### src/rtl/fc_layer_engine_pkg.sv
// fc_layer_engine_pkg: shared types, FSM states and int8 limits for the FC layer engine
package fc_layer_engine_pkg;
  typedef logic signed [7:0] int8_t;
  typedef logic signed [15:0] prod_t;
  typedef logic signed [31:0] acc_t;
  typedef enum logic [2:0] {S_IDLE, S_BIAS, S_MAC, S_DRAIN, S_WRITE, S_DONE} fc_state_e;
  localparam int8_t INT8_MAX = 8'sh7f;
  localparam int8_t INT8_MIN = 8'sh80;
  localparam acc_t ACC_MAX = 32'sd127;
  localparam acc_t ACC_MIN = -32'sd128;
endpackage

### src/rtl/fc_layer_engine_if.sv
// fc_layer_engine_if: start/done handshake, memory read ports, output write port and argmax result
interface fc_layer_engine_if #(parameter int ADDR_W = 18);
  import fc_layer_engine_pkg::*;
  logic start, relu_en, busy, done, out_we;
  logic [ADDR_W-1:0] in_addr, w_addr, out_addr;
  int8_t in_data, w_data, out_data, max_val;
  logic [6:0] max_idx;
  modport master (input start, relu_en, in_data, w_data,
                  output busy, done, in_addr, w_addr, out_we, out_addr, out_data, max_idx, max_val);
  modport slave (output start, relu_en, in_data, w_data,
                 input busy, done, in_addr, w_addr, out_we, out_addr, out_data, max_idx, max_val);
endinterface

### src/rtl/fc_layer_engine_requant.sv
// fc_layer_engine_requant: rounding arithmetic right shift, int8 saturation and optional ReLU
module fc_layer_engine_requant import fc_layer_engine_pkg::*; #(
  parameter int SHIFT = 7
) (
  input  acc_t  acc,
  input  logic  relu_en,
  output int8_t r
);
  localparam acc_t HALF = acc_t'(1) <<< (SHIFT - 1);
  acc_t sh;
  int8_t sat;
  always_comb begin
    sh = (acc + HALF) >>> SHIFT;
    sat = sh > ACC_MAX ? INT8_MAX : sh < ACC_MIN ? INT8_MIN : sh[7:0];
    r = relu_en && sat[7] ? '0 : sat;
  end
endmodule

### src/rtl/fc_layer_engine.sv
// fc_layer_engine: int8 fully-connected layer, one MAC per cycle, requantized int8 outputs.
// Define FC_ARGMAX_EN to track the argmax of the written outputs.
module fc_layer_engine import fc_layer_engine_pkg::*; #(
  parameter int IN_LEN = 200,
  parameter int OUT_LEN = 53,
  parameter int ADDR_W = 18,
  parameter int SHIFT = 7
) (
  input logic clk,
  input logic reset,
  fc_layer_engine_if.master bus
);
  localparam logic [ADDR_W-1:0] BIAS_BASE = ADDR_W'(OUT_LEN * IN_LEN);
  localparam logic [ADDR_W-1:0] IN_STEP = ADDR_W'(IN_LEN);
  localparam logic [ADDR_W-1:0] LAST_I = ADDR_W'(IN_LEN - 1);
  localparam logic [ADDR_W-1:0] LAST_O = ADDR_W'(OUT_LEN - 1);
  fc_state_e state, state_n;
  logic [ADDR_W-1:0] i, i_n, o, o_n, row, row_n, in_addr_q, in_addr_n, w_addr_q, w_addr_n;
  logic relu_q, bias_v, mac_v, we, go;
  acc_t acc;
  prod_t prod;
  int8_t r;
  assign go = state == S_IDLE && bus.start;
  assign we = state == S_WRITE;
  assign prod = bus.in_data * bus.w_data;
  // addresses are computed for the state being entered so they can be registered
  always_comb begin
    state_n = state == S_IDLE ? (bus.start ? S_BIAS : S_IDLE) :
              state == S_BIAS ? S_MAC :
              state == S_MAC ? (i == LAST_I ? S_DRAIN : S_MAC) :
              state == S_DRAIN ? S_WRITE :
              state == S_WRITE ? (o == LAST_O ? S_DONE : S_BIAS) : S_IDLE;
    i_n = state == S_MAC ? i + ADDR_W'(1) : '0;
    o_n = we ? o + ADDR_W'(1) : state == S_IDLE ? '0 : o;
    row_n = we ? row + IN_STEP : state == S_IDLE ? '0 : row;
    in_addr_n = state_n == S_MAC ? i_n : '0;
    w_addr_n = state_n == S_BIAS ? BIAS_BASE + o_n : state_n == S_MAC ? row_n + i_n : '0;
  end
  always_ff @(posedge clk) begin
    if (reset) begin
      state <= S_IDLE;
      i <= '0;
      o <= '0;
      row <= '0;
      in_addr_q <= '0;
      w_addr_q <= '0;
      relu_q <= 1'b0;
      bias_v <= 1'b0;
      mac_v <= 1'b0;
      acc <= '0;
    end else begin
      state <= state_n;
      i <= i_n;
      o <= o_n;
      row <= row_n;
      in_addr_q <= in_addr_n;
      w_addr_q <= w_addr_n;
      relu_q <= go ? bus.relu_en : relu_q;
      bias_v <= state == S_BIAS;
      mac_v <= state == S_MAC;
      acc <= bias_v ? acc_t'(bus.w_data) <<< SHIFT : mac_v ? acc + acc_t'(prod) : acc;
    end
  end
  fc_layer_engine_requant #(.SHIFT(SHIFT)) u_requant (.acc(acc), .relu_en(relu_q), .r(r));
  assign bus.busy = state != S_IDLE && state != S_DONE;
  assign bus.done = state == S_DONE;
  assign bus.out_we = we;
  assign bus.out_addr = we ? o : '0;
  assign bus.out_data = we ? r : '0;
  assign bus.in_addr = in_addr_q;
  assign bus.w_addr = w_addr_q;
`ifdef FC_ARGMAX_EN
  logic [6:0] max_idx_q;
  int8_t max_val_q;
  // strict compare keeps the lowest index on ties
  always_ff @(posedge clk) begin
    if (reset || go) begin
      max_idx_q <= '0;
      max_val_q <= INT8_MIN;
    end else if (we && r > max_val_q) begin
      max_idx_q <= o[6:0];
      max_val_q <= r;
    end
  end
  assign bus.max_idx = max_idx_q;
  assign bus.max_val = max_val_q;
`else
  assign bus.max_idx = '0;
  assign bus.max_val = INT8_MIN;
`endif
endmodule

### src/flat_wrapper.sv
// flat-port wrapper written by rule: the top's interface ports become plain ports
module fc_layer_engine_flat import fc_layer_engine_pkg::*;
#(
  parameter int IN_LEN = 200,
  parameter int OUT_LEN = 53,
  parameter int ADDR_W = 18,
  parameter int SHIFT = 7
)
  (clk, reset, bus_start, bus_relu_en, bus_in_data, bus_w_data, bus_busy, bus_done, bus_in_addr, bus_w_addr, bus_out_we, bus_out_addr, bus_out_data, bus_max_idx, bus_max_val);
  fc_layer_engine_if #(.ADDR_W(ADDR_W)) bus_i ();
  input logic clk;
  input logic reset;
  input wire logic [$bits(bus_i.start)-1:0] bus_start;
  input wire logic [$bits(bus_i.relu_en)-1:0] bus_relu_en;
  input wire logic [$bits(bus_i.in_data)-1:0] bus_in_data;
  input wire logic [$bits(bus_i.w_data)-1:0] bus_w_data;
  output wire logic [$bits(bus_i.busy)-1:0] bus_busy;
  output wire logic [$bits(bus_i.done)-1:0] bus_done;
  output wire logic [$bits(bus_i.in_addr)-1:0] bus_in_addr;
  output wire logic [$bits(bus_i.w_addr)-1:0] bus_w_addr;
  output wire logic [$bits(bus_i.out_we)-1:0] bus_out_we;
  output wire logic [$bits(bus_i.out_addr)-1:0] bus_out_addr;
  output wire logic [$bits(bus_i.out_data)-1:0] bus_out_data;
  output wire logic [$bits(bus_i.max_idx)-1:0] bus_max_idx;
  output wire logic [$bits(bus_i.max_val)-1:0] bus_max_val;
  assign bus_i.start = bus_start;
  assign bus_i.relu_en = bus_relu_en;
  assign bus_i.in_data = bus_in_data;
  assign bus_i.w_data = bus_w_data;
  assign bus_busy = bus_i.busy;
  assign bus_done = bus_i.done;
  assign bus_in_addr = bus_i.in_addr;
  assign bus_w_addr = bus_i.w_addr;
  assign bus_out_we = bus_i.out_we;
  assign bus_out_addr = bus_i.out_addr;
  assign bus_out_data = bus_i.out_data;
  assign bus_max_idx = bus_i.max_idx;
  assign bus_max_val = bus_i.max_val;
  fc_layer_engine #(.IN_LEN(IN_LEN), .OUT_LEN(OUT_LEN), .ADDR_W(ADDR_W), .SHIFT(SHIFT)) u_core (.clk(clk), .reset(reset), .bus(bus_i));
endmodule
### config.mk
export PLATFORM = sky130hd
export DESIGN_NAME = fc_layer_engine_flat
export DESIGN_NICKNAME = d
export VERILOG_FILES = /design/src/rtl/fc_layer_engine_pkg.sv /design/src/rtl/fc_layer_engine_if.sv /design/src/rtl/fc_layer_engine_requant.sv /design/src/rtl/fc_layer_engine.sv /design/src/flat_wrapper.sv
export SDC_FILE = /design/constraint.sdc
export NUM_CORES = 1
export LEC_CHECK = 0
export CAP_MARGIN = 40
export CORE_MARGIN = 2
export CORE_UTILIZATION = 58
export DETAILED_ROUTE_END_ITERATION = 10
export PLACE_DENSITY = 0.85
export SETUP_SLACK_MARGIN = 0.15
export SYNTH_ARGS = -nofsm -noshare
export SYNTH_HDL_FRONTEND = slang
export SYNTH_SLANG_ARGS = --single-unit
### constraint.sdc
create_clock -name clk -period 8.03 [get_ports clk]
set_input_delay 1.606 -clock clk [delete_from_list [all_inputs] [get_ports clk]]
set_output_delay 1.606 -clock clk [all_outputs]
set_load 0.02 [all_outputs]
==> reports/qor.json <==
{
  "critical_path": {
    "most_frequent_cell_on_critical_path": "sky130_fd_sc_hd__fa_1",
    "arrival_ps": 7660,
    "minimum_setup_slack_among_reg_to_reg_paths_ps": 2700,
    "element_type_at_the_critical_path_start": "primary input",
    "endpoint_kind": "flip-flop",
    "path_cells": "clkdlybuf4s50_1 -> nand2_1 -> inv_1 -> fa_1 -> inv_1 -> fa_1 -> inv_1 -> fa_1 -> fa_1 -> ha_1 -> ha_1 -> nand4_1 -> nor2_1 -> nand4b_1 -> a31oi_1 -> a31oi_1 -> xnor2_1 -> mux2i_1 -> a21oi_1",
    "r2r.worst_path.cells": 16,
    "worst_setup_path_endpoint": "u_core.acc[29]",
    "cp_data_required_time_ps": 8320,
    "critical_path_peak_fanout": 9,
    "crit-reg2reg-capture": "u_core.acc[28]",
    "cp-startpoint": "bus_in_data[7]",
    "critical_path_cell_count": 19,
    "timing.critical_path.max_delay_family": "adder cells",
    "crit_buf_inv": 4,
    "crit_path_max_incr_delay_ps": 630,
    "critical_path_s_slowest_cell": "sky130_fd_sc_hd__clkdlybuf4s50_1",
    "crit_type": "in -> reg",
    "regToRegStartpoint": "u_core.acc[6]"
  },
  "clock_network": {
    "clock_sink_count": 128,
    "cts.reportedPaths.clkPinSlew_ps": 60,
    "clk-insertion-delay-late_ps": 430,
    "cts_buffers": 17,
    "post_cts.repair.setup_buffers": 0,
    "cts_buffer_depth": 2,
    "holdBufCountCts": 0,
    "clock-root-buffer": "sky130_fd_sc_hd__clkbuf_16",
    "post_cts_resize_count": 0,
    "htreeDepth": 4,
    "clock_tree_from_tritoncts": "yes"
  },
  "routing": {
    "ant_nets": 0,
    "detail_route.wl_per_cell_um": 17.95,
    "route.detailed.drc": 0,
    "vias_post_dr": 10880,
    "avgViaCountPerCell": 5.981,
    "initialDrtViolationCount": 783,
    "totalWireLength_um": 32660,
    "drt-pass1-iter-count": 6
  },
  "floorplan": {
    "core.rowCount": 54,
    "floorplan.die.height_um": 151.8,
    "io_pins": 100,
    "dieArea_um2": 23050,
    "initial_util": 0.5862,
    "dieWidth_um": 151.8,
    "core_area_um2": 21620
  },
  "sta": {
    "post-route-min-period_ps": 7370,
    "finalSetupViolations": 0,
    "timing.setup.tns_ps": 0,
    "hold_viol": 0,
    "fmax_mhz": 135.7,
    "layout_worst_path_cycle_share": 0.9178,
    "timing.slew.headroom": 0.4170,
    "tightestPinTransition_ps": 874.4,
    "timing_max_transition_violations_final": 0,
    "fin_worst_skew_ps": 6.695,
    "setup_repair_after_global_routing_missed_its_margin": "no"
  },
  "run_status": {
    "status": "finished, final reports clean"
  },
  "global_route": {
    "antenna_violations_before_repair": 0,
    "grt_use_total": 0.2889,
    "pin_count_of_the_biggest_net_entering_global_routing": 42,
    "grt_pass1_wl_um": 54420,
    "grt_overflow": 0,
    "first_global_vias": 10940
  },
  "synthesis": {
    "syn_area_per_cell_um2": 8.616,
    "synth_area_leaders": "sky130_fd_sc_hd__fa_1 (22%), sky130_fd_sc_hd__dfxtp_1 (20%), sky130_fd_sc_hd__ha_1 (9.2%)",
    "postSynth.asyncResetShare": 0,
    "synthFlopType": "sky130_fd_sc_hd__dfxtp_1",
    "netlist.area_leader.share": 0.2164,
    "synth.distinct_cells": 70,
    "postSynthCellCount": 1471,
    "synth_edf_count": 0,
    "post_synth_instance_area_um2": 12670,
    "synth_sequential_area_ratio": 0.2022,
    "synth.largest_area_cell": "sky130_fd_sc_hd__fa_1",
    "ys.warnings.count": 0,
    "yosys_register_bits": 128
  },
  "cells_and_area": {
    "design.final.nets": 1776,
    "stdcell_area_um2": 14260,
    "num_antenna_cells": 0,
    "proportion_of_layout_cells_with_a_drive_suffix_above_1": 0.04094,
    "syn2layout_area_growth_pct": 12.54
  },
  "power": {
    "power.density_nw_per_um2": 341.1,
    "ir_worst_vdd_uv": 238.1,
    "p_leak_uw": 0.005921
  },
  "placement": {
    "postPlaceCellArea_um2": 13670,
    "place.port_buffers": 84,
    "detailedPlacementHpwl_um": 25170,
    "gp_congestion": 0.9051
  },
  "run": {
    "max_cap_violations": 0
  },
  "min_path": {
    "holdCritPathClass": "reg -> reg"
  }
}
==> registers in the layout, summed over array words and instances (netlist names) <==
| name | cells |
|---|---|
| u_core.acc | 32 |
| u_core.bias_v | 1 |
| u_core.bus.in_addr | 18 |
| u_core.bus.w_addr | 18 |
| u_core.i | 18 |
| u_core.mac_v | 1 |
| u_core.o | 18 |
| u_core.relu_q | 1 |
| u_core.row | 18 |
| u_core.state | 3 |
==> metrics by stage <==
step | total power [uW] | hold WS, ps | utilization | cells | setup WS [ps]
floorplan | 3278 | 420.9 | - | 1484 | 653.5
finish | 4865 | 461.2 | 0.6597 | 1819 | 660.2
global route | 5316 | 479.5 | 0.6597 | 1819 | 193.1
global placement | 3928 | 440.9 | 0.6322 | 1787 | 404.9
CTS | 4830 | 458.1 | 0.6597 | 1819 | 670.2
detailed placement | 4018 | 439.9 | 0.6322 | 1787 | 221.0
==> how the worst min path moves through the flow <==
stage                   from             to  cells after the start
2_1_floorplan  u_core.row[0]  u_core.row[0]                      1
6_report       u_core.row[2]  u_core.row[2]                      1
4_1_cts        u_core.row[2]  u_core.row[2]                      1
3_3_place_gp   u_core.row[2]  u_core.row[2]                      1
3_5_place_dp   u_core.row[2]  u_core.row[2]                      1
5_1_grt        u_core.row[2]  u_core.row[2]                      1
==> layout by cell type (no fill, tap or decap), types with 17 or more instances in the layout <==
master and instances:
sky130_fd_sc_hd__mux2i_1 23, sky130_fd_sc_hd__and2_1 55, sky130_fd_sc_hd__ha_1 93, sky130_fd_sc_hd__nand3_1 41
sky130_fd_sc_hd__o21ai_0 46, sky130_fd_sc_hd__xor2_1 36, sky130_fd_sc_hd__clkdlybuf4s50_1 83, sky130_fd_sc_hd__nand2_1 108
sky130_fd_sc_hd__nor3_1 69, sky130_fd_sc_hd__inv_1 134, sky130_fd_sc_hd__xnor2_1 60, sky130_fd_sc_hd__clkbuf_16 17
sky130_fd_sc_hd__nor2_1 137, sky130_fd_sc_hd__dfxtp_1 128, sky130_fd_sc_hd__a21oi_1 72, sky130_fd_sc_hd__fa_1 137
sky130_fd_sc_hd__and3_1 18
==> synthesized netlist by cell type (all sizes together), types with 10 or more instances <==
cell    number
inv        135
clkbuf      50
buf         26
o21a        14
o22ai       15
and3        18
nor2       137
mux2i       23
ha          93
fa         137
nor2b       11
xnor2       60
o211ai      11
nor4        12
a21o        12
a21oi       72
dfxtp      128
xor2        36
nand2b      16
o21ai       53
and2        55
nand4       14
nand3       41
a31oi       10
nand2      108
o21bai      10
nor3        71
==> kinds of logic (layout without fill, tap and decap cells) <==
group,Yosys count,in the layout,share of synthesized area
flip-flops,128,128,0.2022
AO/OA/AOI/OAI,251,251,0.1265
XOR/XNOR,96,96,0.06634
AND/OR/NAND/NOR,529,529,0.2089
adder cells (fa/ha/maj),230,230,0.3082
multiplexers,24,24,0.01905
buffers and inverters,211,266,0.06822
other,2,15,0.0005926
==> worst register-to-register path: cells and delay by family, from the launching register on <==
kind	cells	cell delay (ps)
fa+ha+maj	6	2730
simple gates	2	380
flops	1	510
buf+inv	2	110
compound gates	6	1470
==> report_power, final <==
part           internal (uW)  total, uW  switching (uW)
Combinational           1420       3340            1920
Sequential               668        747            79.1
Clock                    488        780             292
==> per-layer routing <==
metal,part of all wire,vias up,GRT usage
li1,-,5073,-
met1,0.40,5250,0.3664
met2,0.48,459,0.4833
met3,0.069,98,0.05248
met4,0.042,0,0.1304
met5,0,-,0
==> cell type report <==
type | instances | area, um^2
clock inverters | 9 | 106.4
well taps | 280 | 350.3
fillers | 1713 | 7358
inverters | 135 | 506.7
repair buffers | 99 | 948.4
multi-input cells | 1145 | 9300
flip-flops and latches | 128 | 2562
clock buffers | 23 | 488.0
Power figures use the tool's default switching activity.
